**config.mk**
```make
export PLATFORM = sky130hd
export DESIGN_NAME = mem_bus_arbiter
export DESIGN_NICKNAME = d
export VERILOG_FILES = /design/src/rtl/mem_bus_arbiter_pkg.sv /design/src/rtl/mem_bus_arbiter.sv
export SDC_FILE = /design/constraint.sdc
export NUM_CORES = 1
export LEC_CHECK = 0
export ABC_AREA = 1
export BUFFER_PORTS_ARGS = -buffer_cell sky130_fd_sc_hd__buf_2
export CORE_ASPECT_RATIO = 1.25
export CORE_MARGIN = 1
export CORE_UTILIZATION = 45
export CTS_CLUSTER_DIAMETER = 200
export CTS_CLUSTER_SIZE = 14
export DETAILED_ROUTE_END_ITERATION = 16
export PLACE_DENSITY = 0.77
export REMOVE_ABC_BUFFERS = 1
export SLEW_MARGIN = 10
export SYNTH_ARGS = -nofsm -noshare
export SYNTH_HDL_FRONTEND = slang
export SYNTH_SLANG_ARGS = --single-unit
```
**constraint.sdc**
```tcl
create_clock -name clk -period 1.8 [get_ports clk]
set_input_delay 0.36 -clock clk [delete_from_list [all_inputs] [get_ports clk]]
set_output_delay 0.36 -clock clk [all_outputs]
set_load 0.03 [all_outputs]
```
**src/rtl/mem_bus_arbiter_pkg.sv**
```systemverilog
// Shared encodings for the unified memory port arbiter:
// FSM states and transaction owner, also used by the LSU and memory model.
package mem_bus_arbiter_pkg;

  typedef enum logic [1:0] {
    ST_IDLE   = 2'd0,
    ST_BUSY_I = 2'd1,
    ST_BUSY_D = 2'd2,
    ST_RESP   = 2'd3
  } state_e;

  typedef enum logic {
    OWN_I = 1'b0,
    OWN_D = 1'b1
  } owner_e;

  function automatic state_e busy_of(owner_e o);
    return (o == OWN_D) ? ST_BUSY_D : ST_BUSY_I;
  endfunction

endpackage

```
**src/rtl/mem_bus_arbiter.sv**
```systemverilog
// Single-port memory arbiter between fetch (I) and load/store (D).
// D has priority; a starvation counter forces an I grant after a D streak.
module mem_bus_arbiter
  import mem_bus_arbiter_pkg::*;
#(
  parameter int ADDR_W       = 32,
  parameter int DATA_W       = 32,
  parameter int STARVE_LIMIT = 4
) (
  input  logic                clk,
  input  logic                rst,
  input  logic                if_req,
  input  logic [ADDR_W-1:0]   if_addr,
  input  logic                if_flush,
  output logic [DATA_W-1:0]   if_rdata,
  output logic                if_done,
  input  logic                d_req,
  input  logic                d_we,
  input  logic [ADDR_W-1:0]   d_addr,
  input  logic [DATA_W-1:0]   d_wdata,
  input  logic [DATA_W/8-1:0] d_wstrb,
  output logic [DATA_W-1:0]   d_rdata,
  output logic                d_done,
  output logic                mem_req,
  output logic                mem_we,
  output logic [ADDR_W-1:0]   mem_addr,
  output logic [DATA_W-1:0]   mem_wdata,
  output logic [DATA_W/8-1:0] mem_wstrb,
  input  logic                mem_ack,
  input  logic [DATA_W-1:0]   mem_rdata
);

  localparam int CW = $clog2(STARVE_LIMIT + 1);
  localparam logic [CW-1:0] LIMIT = CW'(STARVE_LIMIT);

  state_e        state;
  logic [CW-1:0] starve_cnt;
  logic          kill;

  logic   i_ok;
  logic   force_i;
  logic   grant_d;
  logic   grant_i;
  logic   st_d;
  owner_e winner;

  // A flushing fetch is never granted, even when it would be forced.
  always_comb begin
    i_ok    = if_req && !if_flush;
    force_i = i_ok && (starve_cnt == LIMIT);
    grant_d = d_req && !force_i;
    grant_i = i_ok && !grant_d;
    st_d    = grant_d && d_we;
    winner  = grant_d ? OWN_D : OWN_I;
  end

  always_ff @(posedge clk or negedge rst) begin
    if (!rst) begin
      state      <= ST_IDLE;
      starve_cnt <= '0;
      kill       <= 1'b0;
      mem_req    <= 1'b0;
      mem_we     <= 1'b0;
      mem_addr   <= '0;
      mem_wdata  <= '0;
      mem_wstrb  <= '0;
      if_rdata   <= '0;
      if_done    <= 1'b0;
      d_rdata    <= '0;
      d_done     <= 1'b0;
    end else begin
      unique case (state)
        ST_IDLE: begin
          if (grant_d || grant_i) begin
            state     <= busy_of(winner);
            mem_req   <= 1'b1;
            mem_we    <= st_d;
            mem_addr  <= grant_d ? d_addr : if_addr;
            mem_wdata <= st_d ? d_wdata : '0;
            mem_wstrb <= st_d ? d_wstrb : '0;
          end
          if (!if_req || grant_i)
            starve_cnt <= '0;
          else if (grant_d && starve_cnt != LIMIT)
            starve_cnt <= starve_cnt + CW'(1);
        end
        ST_BUSY_I: begin
          if (if_flush)
            kill <= 1'b1;
          if (mem_ack) begin
            mem_req  <= 1'b0;
            if_rdata <= mem_rdata;
            if_done  <= !(kill || if_flush);
            state    <= ST_RESP;
          end
        end
        ST_BUSY_D: begin
          if (mem_ack) begin
            mem_req <= 1'b0;
            d_rdata <= mem_rdata;
            d_done  <= 1'b1;
            state   <= ST_RESP;
          end
        end
        ST_RESP: begin
          if_done <= 1'b0;
          d_done  <= 1'b0;
          kill    <= 1'b0;
          state   <= ST_IDLE;
        end
        default: state <= ST_IDLE;
      endcase
    end
  end

endmodule

```
# After elaboration in Yosys (flattened, before gate mapping)
# Cells that the tools add are included.
word_totals:
  regBits: 142
  input_bits: 139
  output_inout_bits: 136
classes:
  mux: 19
  addsub: 1
  eq_ne: 10
  n_reduce_logical: 29
ops:
  columns: ["op", "n"]
  rows:
  - ["2-to-1 mux 32 bit", 2]
  - ["AND reduction 2 bit", 8]
  - ["!= test 2 bit, second input constant", 4]
  - ["case mux 1 bit (2 select lines)", 4]
  - ["nonzero test 2 bit", 4]
  - ["logical AND 1 bit", 6]
  - ["2-to-1 mux 1 bit", 6]
  - ["2-to-1 mux 2 bit", 3]
  - ["2-to-1 mux 3 bit", 2]
  - ["case mux 2 bit (3 select lines)", 1]
  - ["zero test 1 bit", 5]
  - ["equality test 2 bit, second input constant", 2]
  - ["2-to-1 mux 4 bit", 1]
  - ["adder 3 x 1 -> 3 bit, second input constant", 1]
  - ["equality test 3 bit, second input constant", 1]
  - ["logical OR 1 bit", 3]
  - ["!= test 3 bit, second input constant", 1]
  - ["AND reduction 3 bit", 1]
  - ["equality test 2 x 1 -> 1 bit, second input constant", 1]
  - ["zero test 2 bit", 1]
  - ["!= test 2 x 1 -> 1 bit, second input constant", 1]
  - ["OR reduction 2 bit", 1]

# Depth between registers and ports, before layout
logic_depth:
  ltp_word: 10
  mapped_depth: 10

# Worst setup path after synthesis
# Ideal clock, no wire load.
synth_timing:
  kind: "register to register"
  start: "reg starve_cnt[0]"
  end: "reg mem_addr[10]"
  path_slack_ns: 0.399
  stages_incl_launch_ff: 10
  arrival_time_ns: 1.283
  setup_time_ns: 0.118
  n_path_buf: 1
  cell_sequence: "dfrtp_1 -> inv_1 -> ha_1 -> nand2_1 -> inv_1 -> nand2_4 -> clkbuf_1 -> nand3_1 -> nand3_1 -> nand2_1"
synth_between:
  elab_chain_cells: 8
  elab_cells_between_ends: 9
synth_rtl:
  columns: ["item", "line", "text"]
  rows:
  - ["start, declared", "mem_bus_arbiter.sv:37", "logic [CW-1:0] starve_cnt;"]
  - ["start signal, assigned", "mem_bus_arbiter.sv:85", "starve_cnt <= starve_cnt + CW'(1);"]
  - ["equality test 3 bit (*)", "mem_bus_arbiter.sv:50", "force_i = i_ok && (starve_cnt == LIMIT);"]
  - ["logical AND 1 bit (*)", "mem_bus_arbiter.sv:50", null]
  - ["zero test 1 bit (*)", "mem_bus_arbiter.sv:51", "grant_d = d_req && !force_i;"]
  - ["logical AND 1 bit (*)", "mem_bus_arbiter.sv:51", null]
  - ["zero test 1 bit", "mem_bus_arbiter.sv:52", "grant_i = i_ok && !grant_d;"]
  - ["logical AND 1 bit", "mem_bus_arbiter.sv:52", null]
  - ["logical OR 1 bit", "mem_bus_arbiter.sv:74", "if (grant_d || grant_i) begin"]
  - ["AND reduction 2 bit (no source line)", null, null]
  - ["end signal, assigned", "mem_bus_arbiter.sv:78", "mem_addr <= grant_d ? d_addr : if_addr;"]
  - ["end, declared", "mem_bus_arbiter.sv:26", "output logic [ADDR_W-1:0] mem_addr,"]
# Mark *: on every way between the ends. The rest lies on a longest branch, timed or not.
# A chain may end at the register's enable or synchronous reset.

# Worst setup path after layout
layout_timing:
  start: "reg starve_cnt[0]"
  end: "reg mem_addr[27]"
# Same word-level chain as after synthesis.

==> results.md <==
* Pwr Density at 1956 nW/um^2
* Share of layout cells above drive strength 1 at 32.02%
* Max Buffers Root-to-Sink at 2
* First-pass GRT wire length at 24810 um
* Slew Viols, Final at 0
* Initial DRC Count at between 300 and 400
* WL per Instance at approximately 13 um
* Final cell count without fillers at around 1.2k
* P&R area growth vs syn at 36.73%
* Sequential share of the synthesized area at 57.32%
* Post-synthesis compound-gate area fraction at approximately 5.8%
* Num CTS Buffers at 17
* Worst reg2reg setup slack at 0.15 ns
* Drt pass-1 iters at 4
* Core footprint at ~13000 sq um
* CP arrival at slightly below 2 ns
* Hold Vio Cnt, Final at 0
* Flops & latches, synth at 142
* RePlAce Congestion at between 0.8 and 0.9
* Clock root cell: clkbuf_16
* Unrepaired setup endpoints after global routing: false
* Die width at between 100 and 150 um
* Hold path start: d_wdata[2]
* Hold endpoint: mem_wdata[2]
* Largest family of logic cells by synthesized area: simple AND/OR/NAND/NOR gates
* Nets at between 1k and 1.5k
* FF-to-FF Start: starve_cnt[0]
* R2R depth at 10
* Crit path time final at 1.652 ns
* Post-route antenna net violation count at 0
* Routed WL at 15740 um
* Vias per cell at between 4 and 5
* MaxCap Viol Count at 0
* Post-synthesis cell area at 6200 sq um
* Total clock sinks at between 100 and 150
* TritonCTS clock tree: done
* Vias in the first global route at 5203
* Final core utilization at 63.50%
* CP Cell Sequence: inv_1 > ha_1 > nand2_1 > inv_1 > nand2_4 > nand2_4 > buf_4 > nand2_1 > nand3_1 > nand2_1
* Setup WS post-layout at roughly 0.15 ns
* Pre-CTS WS at about 0.18 ns
* Fin Clk Skew at 0.007775 ns
* Most frequent CP cell: nand2_1
* Reg2reg end: mem_addr[27]
* Syn Inst Count at between 700 and 800
* Fin area at approximately 8500 sq um
* Worst rel slew slack at around 65%
* Synth unique cells at 20
* Avg Cell Area, Syn at 8.255 sq um
* Max VDD drop at about 1000 uV
* Clock Latency Late Sink at a little over 0.4 ns
* Filler cell count in the final layout at 1148
* Max frequency at roughly 610 MHz
* Via Count at between 5k and 6k
* Tightest Pin Transition at ~0.53 ns
* Placed cells at 1175
* Worst hold stages at 3
* I/O pin count at between 200 and 300
* Height of the die at 133.2 um
* Initial Util at between 40% and 50%
* YS warnings at 0
* Area post-placement at just under 8000 sq um
* Crit path max-delay cell type: dfrtp_1
* HPWL Detailed at about 12000 um
* Status: finished, final reports clean
* Worst hold path class: input pin to flop
* Crit path from: starve_cnt[0]
* Post-synthesis xor/xnor area fraction at less than 1%
* Critical path data required time at between 2 and 2.5 ns
* Grt ovf at 0
* Critical path class: flop to flop
* Die area at ~14000 sq um
* Max Fanout on Critical Path at 23
* I/O Buffers at ~270
* Adder-cell share of the synthesized area at under 10%
* Row Count at 47
* Simple-Gate Fraction of Synth Area at 25.11%
* Total leakage power at between 5 and 6 nW
* GRT Total Usage at between 20% and 30%
* Final setup violation count at 0
* Commonest non-fill, non-tap cells in the layout: nand2_1 (297), buf_2 (273), dfrtp_1 (142)
* Max H-tree Level at 4
* Maximum number of pins on one net before global-route repair at 59
* Setup crit end kind: flop
* Initial antenna violation count at 1
* CP Launch Type: flop
* Mux share of post-synthesis cell area at 0%
* Final worst-path cycle share at about nine tenths
* DRC at 0
* Slowest Stage Delay on Critical Path at a little under 0.4 ns
* Commonest non-fill, non-tap cell in the layout: nand2_1
* Final TNS setup at 0 ns
* Clock-pin slew on the worst setup and hold paths at ~0.060 ns
how the worst max path moves through the flow:
stage,cells past startpoint,to,slack (ns)
2_1_floorplan,6,if_done,-0.31
3_3_place_gp,10,mem_addr[7],0.22
3_5_place_dp,10,mem_addr[27],0.18
4_1_cts,10,mem_addr[27],0.14
5_1_grt,9,mem_addr[15],0.02
6_report,10,mem_addr[27],0.15
state kept, by name, summed over array words and instances, names as in the netlist:
signal	count
starve_cnt	3
mem_we	1
kill	1
d_rdata	32
mem_addr	32
mem_req	1
state	2
mem_wstrb	4
d_done	1
mem_wdata	32
if_done	1
if_rdata	32
power breakdown:
group | switching [W] | internal [W]
sequential | 0.000787 | 0.00466
clock | 0.00141 | 0.00249
combinational | 0.00515 | 0.00209
total | 0.00734 | 0.00924
worst max-delay path, delay by kind of cell, from the launching register on:
kind | cells | cell delay (ns)
buf+inv | 3 | 0.48
flops | 1 | 0.39
simple gates | 6 | 0.50
fa+ha+maj | 1 | 0.15
cell usage after synthesis:
cell / count / area [sq um]
a21oi_1: 1 / 5.000
buf_1: 5 / 18.77
buf_2: 11 / 55.05
buf_4: 2 / 15.01
buf_6: 7 / 78.83
clkbuf_1: 12 / 45.04
dfrtp_1: 142 / 3553
ha_1: 7 / 87.58
inv_1: 109 / 409.1
inv_2: 3 / 11.26
nand2_1: 299 / 1122
nand2_2: 1 / 6.260
nand2_4: 2 / 22.52
nand3_1: 70 / 350.3
nand3_2: 1 / 10.01
nor2_1: 5 / 18.77
nor2_2: 1 / 6.260
nor2_8: 1 / 20.02
o21ai_0: 71 / 355.3
xnor2_1: 1 / 8.760
per-stage QoR:
| stage | hold slack, ns | total power, W |
|---|---|---|
| floorplan | 0.06441 | 0.01019 |
| global placement | 0.3596 | 0.01260 |
| detailed placement | 0.3569 | 0.01277 |
| CTS | 0.1201 | 0.01674 |
| global route | 0.1238 | 0.01756 |
| finish | 0.1424 | 0.01658 |
final cells by class:
| type | count | area (sq um) | share of cell area [%] |
|---|---|---|---|
| well taps | 171 | 214.0 | 2.524 |
| multi-input cells | 460 | 2018 | 23.81 |
| diodes | 1 | 2.502 | 0.02952 |
| repair buffers | 291 | 1608 | 18.97 |
| inverters | 112 | 420.4 | 4.959 |
| clock inverters | 14 | 231.5 | 2.731 |
| flip-flops and latches | 142 | 3553 | 41.92 |
| clock buffers | 18 | 429.2 | 5.063 |
kinds of logic after synthesis:
| logic type | after synthesis |
|---|---|
| AO/OA/AOI/OAI | 72 |
| XOR/XNOR | 1 |
| adder cells (fa/ha/maj) | 7 |
| buffers and inverters | 149 |
| flip-flops | 142 |
| AND/OR/NAND/NOR | 380 |
repair_timing:
action | 4_1_cts | 5_1_grt
hold buffers | 1 | 0
gates resized for setup | 0 | 0
setup buffers | 0 | 0
endpoints found under the hold margin | 47 | 0
routing by layer:
layer  GRT usage, %  wire, um  share of wire [%]  vias to the layer above
met3          6.947      1170                7.4                       16
met4          8.143       225                1.4                        0
li1               -         -                  -                     2834
met2          39.39      8012                 51                      225
met1          25.84      6332                 40                     2539
met5              0         0                  0                        -
Power figures use the tool's default switching activity.
